--- src/rtl/icarus_pkg.sv ---
// Shared definitions for the game-clock level controller and its helpers.
package icarus_pkg;

    localparam int LEVEL_W       = 4;
    localparam int LEVEL_MIN_DEF = 1;
    localparam int LEVEL_MAX_DEF = 14;

    // What the level register does on a given cycle
    typedef enum logic [1:0] {
        LVL_HOLD,
        LVL_INC,
        LVL_DEC
    } levelAction_e;

    // Counter width able to hold 0..n-1, never narrower than one bit
    function automatic int cntWidth(input int n);
        return (n <= 2) ? 1 : $clog2(n);
    endfunction

endpackage

--- src/rtl/btn_debounce.sv ---
// Raw push-button conditioner: 2-FF synchronizer, stability debounce and a
// one-cycle pulse on the rising edge of the debounced state.
module btn_debounce
    import icarus_pkg::*;
#(
    parameter int DEBOUNCE_CYCLES = 1000000
) (
    input  logic Clk,
    input  logic Rst,
    input  logic Btn,
    output logic Press
);

    localparam int                CNT_W   = cntWidth(DEBOUNCE_CYCLES);
    localparam logic [CNT_W-1:0]  CNT_MAX = CNT_W'(DEBOUNCE_CYCLES - 1);

    logic             s1;
    logic             s2;
    logic             state;
    logic             stateD;
    logic [CNT_W-1:0] cnt;

    // Synchronize the button, then accept a new value only after it has
    // disagreed with the debounced state for DEBOUNCE_CYCLES straight cycles
    always_ff @(posedge Clk) begin
        if (Rst) begin
            s1     <= 1'b0;
            s2     <= 1'b0;
            state  <= 1'b0;
            stateD <= 1'b0;
            cnt    <= '0;
        end else begin
            s1     <= Btn;
            s2     <= s1;
            stateD <= state;
            if (s2 != state) begin
                if (cnt == CNT_MAX) begin
                    state <= s2;
                    cnt   <= '0;
                end else begin
                    cnt <= cnt + CNT_W'(1);
                end
            end else begin
                cnt <= '0;
            end
        end
    end

    assign Press = state & ~stateD;

endmodule

--- src/rtl/level_ctrl.sv ---
// Level controller: turns debounced up/down presses and divided-clock ticks
// into the saturating 4-bit level word that selects the divider rate.
module level_ctrl
    import icarus_pkg::*;
#(
    parameter int DEBOUNCE_CYCLES = 1000000,
    parameter int TICKS_PER_LEVEL = 32,
    parameter int LEVEL_MIN       = LEVEL_MIN_DEF,
    parameter int LEVEL_MAX       = LEVEL_MAX_DEF
) (
    input  logic               Clk,
    input  logic               Rst,
    input  logic               BtnUp,
    input  logic               BtnDown,
    input  logic               Tick,
    input  logic               AutoEn,
    output logic [LEVEL_W-1:0] Level,
    output logic               LevelChg,
    output logic               AtMax
);

    localparam int                  TC_W    = cntWidth(TICKS_PER_LEVEL);
    localparam logic [TC_W-1:0]     TC_LAST = TC_W'(TICKS_PER_LEVEL - 1);
    localparam logic [LEVEL_W-1:0]  LVL_MIN = LEVEL_W'(LEVEL_MIN);
    localparam logic [LEVEL_W-1:0]  LVL_MAX = LEVEL_W'(LEVEL_MAX);

    logic            upPress;
    logic            downPress;
    logic            tickD;
    logic            tickRise;
    logic [TC_W-1:0] tickCnt;
    logic [TC_W-1:0] tickCntNext;
    levelAction_e    action;

    btn_debounce #(.DEBOUNCE_CYCLES(DEBOUNCE_CYCLES)) upBtn (
        .Clk   (Clk),
        .Rst   (Rst),
        .Btn   (BtnUp),
        .Press (upPress)
    );

    btn_debounce #(.DEBOUNCE_CYCLES(DEBOUNCE_CYCLES)) downBtn (
        .Clk   (Clk),
        .Rst   (Rst),
        .Btn   (BtnDown),
        .Press (downPress)
    );

    assign tickRise = Tick & ~tickD;
    assign AtMax    = (Level == LVL_MAX);

    // Decide this cycle's level action; presses outrank auto-advance, and
    // opposing presses cancel each other without touching the tick count
    always_comb begin
        action      = LVL_HOLD;
        tickCntNext = tickCnt;
        if (upPress && downPress) begin
            action      = LVL_HOLD;
        end else if (upPress) begin
            tickCntNext = '0;
            if (Level != LVL_MAX) begin
                action = LVL_INC;
            end
        end else if (downPress) begin
            tickCntNext = '0;
            if (Level != LVL_MIN) begin
                action = LVL_DEC;
            end
        end else if (AutoEn && (Level < LVL_MAX) && tickRise) begin
            if (tickCnt == TC_LAST) begin
                action      = LVL_INC;
                tickCntNext = '0;
            end else begin
                tickCntNext = tickCnt + TC_W'(1);
            end
        end
    end

    // Level register, change pulse, tick edge history and tick counter
    always_ff @(posedge Clk) begin
        if (Rst) begin
            Level    <= LVL_MIN;
            LevelChg <= 1'b0;
            tickD    <= 1'b0;
            tickCnt  <= '0;
        end else begin
            tickD    <= Tick;
            tickCnt  <= tickCntNext;
            LevelChg <= (action != LVL_HOLD);
            case (action)
                LVL_INC: Level <= Level + LEVEL_W'(1);
                LVL_DEC: Level <= Level - LEVEL_W'(1);
                default: Level <= Level;
            endcase
        end
    end

endmodule

--- config.mk ---
export PLATFORM = sky130hd
export DESIGN_NAME = level_ctrl
export DESIGN_NICKNAME = d
export VERILOG_FILES = /design/src/rtl/icarus_pkg.sv /design/src/rtl/btn_debounce.sv /design/src/rtl/level_ctrl.sv
export SDC_FILE = /design/constraint.sdc
export NUM_CORES = 1
export LEC_CHECK = 0
export CORE_ASPECT_RATIO = 2
export CORE_MARGIN = 2
export CORE_UTILIZATION = 38
export DETAILED_ROUTE_END_ITERATION = 10
export PLACE_DENSITY = 0.58
export RECOVER_POWER = 100
export SYNTH_ARGS = -nofsm -noshare
export SYNTH_HDL_FRONTEND = slang
export SYNTH_SLANG_ARGS = --single-unit
--- constraint.sdc ---
create_clock -name Clk -period 3.8 [get_ports Clk]
set_input_delay 0.95 -clock Clk [delete_from_list [all_inputs] [get_ports Clk]]
set_output_delay 0.95 -clock Clk [all_outputs]
set_load 0.005 [all_outputs]
==> qor.csv <==
stage,metric,value,unit
timing,Slew HR,-0.08713,
floorplan,Initial Util,0.3858,
pwr,leakage power,0.001042,µW
worst_setup_path,Crit Path Class,register to register,
cts,clk sinks,59,
timing,Worst-Margin Slew,1.620,ns
cts,CTS tree,built,
global_routing,vias in the first global route,2089,
cells_and_area,area delta synth->final,15.86,%
worst_setup_path,critical path launch point,upBtn.cnt[12]$_SDFF_PP0_,
floorplan,Die H,124.6,µm
floorplan,I/O pin cnt,12,
pwr,Gate power share,0.017,
cells_and_area,most frequent cells in the layout,"dfxtp_1 (59), nor2_1 (29), nand3_1 (17), xnor2_1 (17), a21oi_1 (15)",
drt,Detailed Route WL,5130,µm
timing,# setup viols final,0,
timing,Hold Fails Final Rpt,0,
placement,dpl cells,406,
worst_setup_path,"Req. time, crit path",3.94,ns
worst_setup_path,CP endpoint kind,register,
placement,PortBufs,11,
cts,CTS root buffer,clkbuf_16,
placement,hpwl dp,3479,µm
global_routing,met3 Use GR,0.04517,
pwr,sw frac,0.2001,
worst_setup_path,register-to-register path setup slack,0.75,ns
cts,CTS buffer count,9,
global_routing,Total Routing Usage GR,0.1462,
placement,RD Place Congestion,0.7870,
worst_setup_path,CP max FO,19,
worst_setup_path,r2r endpoint,upBtn.cnt[2]$_SDFF_PP0_,
drt,post-route ant nets,0,
floorplan,Die X,64.28,µm
yosys,mapped cell area,2761,µm²
cells_and_area,"commonest non-fill, non-tap cell in the layout",dfxtp_1,
worst_setup_path,R2R depth,4,
placement,DP Area,2960,µm²
timing,Final min period,3.052,ns
timing,Final Max Tran Viols,20,
global_routing,global-route wire length before repair,9156,µm
drt,DRC Markers,0,
cells_and_area,Ant. Diodes,0,
timing,skew final,0.008445,ns
worst_setup_path,Arrival @ worst endpoint,3.19,ns
cells_and_area,final net count,341,
global_routing,GRT Residual Overflow,0,
pwr,Pwr Density,423.6,nW/µm²
floorplan,core area,7157,µm²
yosys,syn nets,325,
global_routing,met2 Track Usage GR,0.2286,
cts,H-Tree Depth,3,
pwr,Internal,1084,µW
cells_and_area,fillers,743,
cells_and_area,register area,1181,µm²
global_routing,GR peak layer,met2,
yosys,"Distinct cells, synth",42,
cts,Clock Latency Late Sink,0.33,ns
yosys,Synth Warn #,0,
cells_and_area,share of layout cells above drive strength 1,0.09119,
worst_hold_path,min-delay src,upBtn.s1$_SDFF_PP0_,
pwr,sequential power share,0.462,
outcome,status,"finished, violations left",
pwr,clock power share,0.521,
cts,clock-pin slew on the worst setup and hold paths,0.05,ns
cells_and_area,Multi-input gate area,1475,µm²
cells_and_area,design area,3199,µm²
global_routing,largest net degree at the start of global routing,20,
worst_hold_path,Hold Path Depth,1,
cts,Setup Buffers After CTS,0,
global_routing,initial antenna violation count,0,
yosys,Mapped Avg Cell Area,8.937,µm²
drt,Via density,5.192,
worst_hold_path,Min-Delay Path Class,register to register,
cts,cells resized by post-CTS repair,0,
drt,Via Count,2186,
job,max-cap viol count,1,
outcome,failing checks,"capacitance limit, slew limit",
timing,Post-Route Setup TNS,0,ns
worst_setup_path,startpoint types,register,
timing,Final Cycle Share,0.8031,
cts,hold_buf cts,0,
pwr,Peak VDD IR,0.3151,mV
worst_hold_path,Hold Crit Endpoint,upBtn.s2$_SDFF_PP0_,
yosys,Seq cells post-synth,59,
floorplan,FP Rows,44,
floorplan,die footprint,8006,µm²
global_routing,met1 Use GR,0.1728,
yosys,Syn Inst Count,309,
timing,fmax,327.7,MHz
drt,DR pass1 iterations,4,
drt,DR iter-0 viols,156,
cells_and_area,final non-filler cell total,421,
yosys,sequential share of the synthesized area,0.4277,
timing,unrepaired setup endpoints after global routing,false,
drt,Avg WL per Cell,12.19,µm
worst_setup_path,reg-to-reg startpoint,upBtn.cnt[12]$_SDFF_PP0_,
cts,Clock Tree Buf Depth,2,
pwr,P_sw,271.2,µW
[critical path: stages, from the launching register on]
cell     delay, ns
dfxtp_1       0.36
or4b_1        0.51
or4_1         0.59
o21ai_1       1.25
nor2_1        0.15
[flip-flops by register name, summed over array words and instances (netlist names), 4 cells and up]
name         cells
downBtn.cnt     20
Level            4
tickCnt          5
upBtn.cnt       20
[power groups by stage]
stage / Combinational [µW] / Sequential, µW / Clock [µW]
floorplan: 15.4 / 638 / 0
global placement: 23.7 / 639 / 0
detailed placement: 23.9 / 639 / 0
CTS: 24.2 / 626 / 731
global route: 25.1 / 626 / 753
finish: 22.4 / 627 / 706
[worst max-delay path by stage]
stage / endpoint / depth (start not counted)
floorplan: Level[2]$_SDFFE_PP0P_ / 10
global placement: Level[2]$_SDFFE_PP0P_ / 10
detailed placement: Level[3]$_SDFFE_PP0P_ / 10
CTS: Level[3]$_SDFFE_PP0P_ / 10
global route: upBtn.cnt[2]$_SDFF_PP0_ / 4
finish: upBtn.cnt[2]$_SDFF_PP0_ / 4
[per-layer routing]
metal	part of all wire	wire, µm
met5	0	0
met4	0.022	114
met3	0.026	133
met2	0.50	2563
met1	0.45	2318
[cell usage after synthesis (all sizes together)]
cell type | number | area share
a211oi | 3 | 0.0082
a21oi | 15 | 0.027
a311oi | 2 | 0.0063
a31o | 2 | 0.0063
a31oi | 1 | 0.0023
and3 | 7 | 0.016
and4 | 4 | 0.013
and4b | 1 | 0.0036
buf | 1 | 0.0054
clkbuf | 7 | 0.0095
dfxtp | 59 | 0.43
ha | 10 | 0.045
inv | 13 | 0.018
mux2 | 1 | 0.0041
nand2 | 13 | 0.018
nand2b | 4 | 0.0091
nand3 | 17 | 0.031
nand3b | 1 | 0.0027
nand4 | 12 | 0.027
nand4bb | 1 | 0.0041
nor2 | 39 | 0.062
nor2b | 10 | 0.023
nor3 | 9 | 0.016
nor3b | 1 | 0.0027
nor4 | 5 | 0.011
nor4b | 3 | 0.0095
o21a | 1 | 0.0027
o21ai | 13 | 0.028
o21ba | 1 | 0.0036
o22ai | 1 | 0.0023
o31ai | 4 | 0.011
or2 | 2 | 0.0045
or3 | 6 | 0.014
or3b | 1 | 0.0032
or4 | 6 | 0.018
or4b | 2 | 0.0072
xnor2 | 17 | 0.054
xor2 | 14 | 0.044
[metrics by stage]
stage | hold slack [ns] | util | total power (µW) | worst slack (ns)
3_3_place_gp | 0.4230 | 0.4136 | 662.4 | 0.7735
6_report | 0.4381 | 0.4470 | 1355 | 0.7482
4_1_cts | 0.4349 | 0.4502 | 1381 | 1.055
5_1_grt | 0.4514 | 0.4470 | 1405 | 0.4740
2_1_floorplan | 0.4138 | - | 653.6 | 1.195
3_5_place_dp | 0.4239 | 0.4136 | 662.7 | 0.7279
[cells by family after synthesis]
| kind of cell | Yosys count | synth area share |
|---|---|---|
| and+or+nand+nor | 144 | 0.2945 |
| DFF | 59 | 0.4277 |
| AOI/OAI and AO/OA | 43 | 0.09742 |
| xor gates and xnor gates | 31 | 0.09832 |
| buffers and inverters | 21 | 0.03262 |
| adders and majority gates | 10 | 0.04531 |
| muxes | 1 | 0.004078 |
[area by class of cell]
cell class,instances,area share
Clock buffer,12,0.07704
Multi-Input combinational cell,229,0.4611
Inverter,13,0.01525
Timing Repair Buffer,13,0.03676
Sequential cell,59,0.3692
Clock inverter,3,0.004693
Tap cell,92,0.03598
Power figures use the tool's default switching activity.
==> patch (same settings) <==
`DEBOUNCE_CYCLES` is set to 1000000 in 2 places; all go to 500000.
--- a/src/rtl/btn_debounce.sv
+++ b/src/rtl/btn_debounce.sv
@@ -4,5 +4,5 @@
     import icarus_pkg::*;
 #(
-    parameter int DEBOUNCE_CYCLES = 1000000
+    parameter int DEBOUNCE_CYCLES = 500000
 ) (
     input  logic Clk,
--- a/src/rtl/level_ctrl.sv
+++ b/src/rtl/level_ctrl.sv
@@ -4,5 +4,5 @@
     import icarus_pkg::*;
 #(
-    parameter int DEBOUNCE_CYCLES = 1000000,
+    parameter int DEBOUNCE_CYCLES = 500000,
     parameter int TICKS_PER_LEVEL = 32,
     parameter int LEVEL_MIN       = LEVEL_MIN_DEF,
Function: no difference found for any inputs over 10 cycles, from zero or initial values and one cycle with Rst high; that may be too few to reach the edited logic, so the function may still have changed.
==> patch against the unedited design <==
Area after synthesis fell by 4.0%; cell area fell by 0.12%; total power rose by 11%; largest cell class unchanged; wire length fell by 3.1%; sequential power fell by 3.3%; sequential cell count fell by 2; register-to-register slack improved by 0.45 ns; critical path depth did not move; the run still ends with capacitance limit, slew limit left; setup slack improved by 0.25 ns; sequential share of layout area fell by 1.2 points; via count fell by 4.0%.
==> patch: results (changes against the unedited design) <==
.. list-table::
   :header-rows: 1

   * - Metric
     - Value
   * - Outcome
     - finished with violations
   * - Failing checks
     - capacitance limit, slew limit
   * - Library cell contributing the largest single delay on the critical path
     - sky130_fd_sc_hd__dlygate4sd3_1
   * - Seq/Total Area, Yosys
     - 43.0% (+0.27 points)
   * - Switching share of total power
     - 18.8% (-1.2 points)
   * - Count of different cell masters after synthesis
     - 43 (+2.4%)
   * - Setup slack after placement
     - 0.840 ns (+0.112 ns)
   * - Length of routed met3 wiring
     - 195 um (+47%)
   * - Post-Synthesis Net Count
     - 315 (-3.1%)
   * - Detailed placement HPWL
     - 3.43 mm (-1.3%)
   * - CP max stage delay
     - 0.58 ns (-0.67 ns)
   * - Number of maximum-capacitance violations
     - 1 (unchanged)
   * - Routed WL
     - 4.97 mm (-3.1%)
   * - Seq Cell Count
     - 57 (-3.4%)
   * - Non-clock buffer share
     - 3.80% (+0.12 points)
   * - Largest cells by area after synthesis
     - sky130_fd_sc_hd__dfxtp_1 (43%), sky130_fd_sc_hd__xnor2_1 (9.2%), sky130_fd_sc_hd__nor2_1 (6.8%)
   * - Number of clock buffer instances in the layout
     - 11 (-1)
   * - Number of logic inverters in the finished layout
     - 15 (+2)
   * - Final #Nets
     - 334 (-2.1%)
   * - GR met2 Demand/Resource
     - 22.5% (-0.32 points)
   * - Worst Skew
     - 0.00411 ns (-0.00433 ns)
   * - Fraction of layout cells with a size suffix above 1
     - 7.12% (-2.0 points)
   * - Routed metal-1 wire length
     - 2.36 mm (+1.9%)
   * - Vias per Instance
     - 5.08 (-2.2%)
   * - Final max-slew violation count
     - 17 (-15%)
   * - Iter 0 DRT Violations
     - 91 (-42%)
   * - Metal2 WL
     - 2.30 mm (-10%)
   * - GR Util met1
     - 17.6% (+0.35 points)
   * - Normalized max-slew margin
     - -13.8% (-5.0 points)
   * - CP arrival
     - 1.85 ns (-1.34 ns)
   * - Critical path peak fanout
     - 7 (-12)
   * - First-pass GRT wire length
     - 8.89 mm (-2.9%)
   * - Number of inserted filler cells in the final layout
     - 674 (-9.3%)
   * - Global-route usage over all layers
     - 14.7% (+0.10 points)
   * - Worst IR drop on VDD
     - 290 uV (-8.0%)
   * - Sequential portion of the cell area
     - 35.7% (-1.2 points)
   * - Reg2Reg Setup Slack
     - 1.20 ns (+0.45 ns)
   * - Count of multi-input combinational gates
     - 222 (-3.1%)
   * - Tmin final
     - 2.80 ns (-0.253 ns)
   * - Largest net degree at the start of global routing
     - 27 (+35%)
   * - Leakage power of the design
     - 0.00103 uW (-1.6%)
   * - Highest metal used
     - met4
   * - Via count of the first global-routing pass
     - 1973 (-5.6%)
   * - Biggest registers after layout
     - downBtn.cnt x19, upBtn.cnt x19, tickCnt x5
==> patch: worst max-delay path by stage <==
stage | startpoint | end | slack (ns) | cells after the start
2_1_floorplan | AutoEn | Level[3]$_SDFFE_PP0P_ | 1.52 | 8
3_3_place_gp | Tick | Level[3]$_SDFFE_PP0P_ | 0.88 | 9
3_5_place_dp | Tick | Level[2]$_SDFFE_PP0P_ | 0.84 | 9
4_1_cts | Level[0]$_SDFFE_PP1P_ | AtMax | 1.11 | 4
5_1_grt | downBtn.cnt[0]$_SDFF_PP0_ | downBtn.cnt[6]$_SDFF_PP0_ | 0.73 | 5
6_report | Level[0]$_SDFFE_PP1P_ | AtMax | 1.00 | 4
==> patch: through the flow <==
step           power (uW)  cells  instance area (um^2)
6_report             1500    413                  3200
3_3_place_gp          641    397                  2870
4_1_cts              1520    413                  3200
3_5_place_dp          641    397                  2870
2_1_floorplan         632    299                  2650
5_1_grt              1560    413                  3200
==> patch: power by group through the flow <==
| stage | Combinational (uW) | Clock, uW | Sequential, uW |
|---|---|---|---|
| after floorplan | 14.8 | 0 | 617 |
| after global placement | 23.3 | 0 | 617 |
| after detailed placement | 23.8 | 0 | 618 |
| after CTS | 24.0 | 893 | 605 |
| after global routing | 25.8 | 925 | 605 |
| final | 22.7 | 873 | 606 |
==> patch: cells by family (layout without fill, tap and decap cells) <==
family / Yosys count / after routing / share of synthesized area [%]
AOI/OAI and AO/OA: 24 / 24 / 6.23
xor gates and xnor gates: 36 / 36 / 11.9
adders and majority gates: 10 / 10 / 4.72
buffers and inverters: 20 / 44 / 2.88
DFF: 57 / 57 / 43.0
muxes: 4 / 4 / 1.60
and+or+nand+nor: 148 / 148 / 29.6
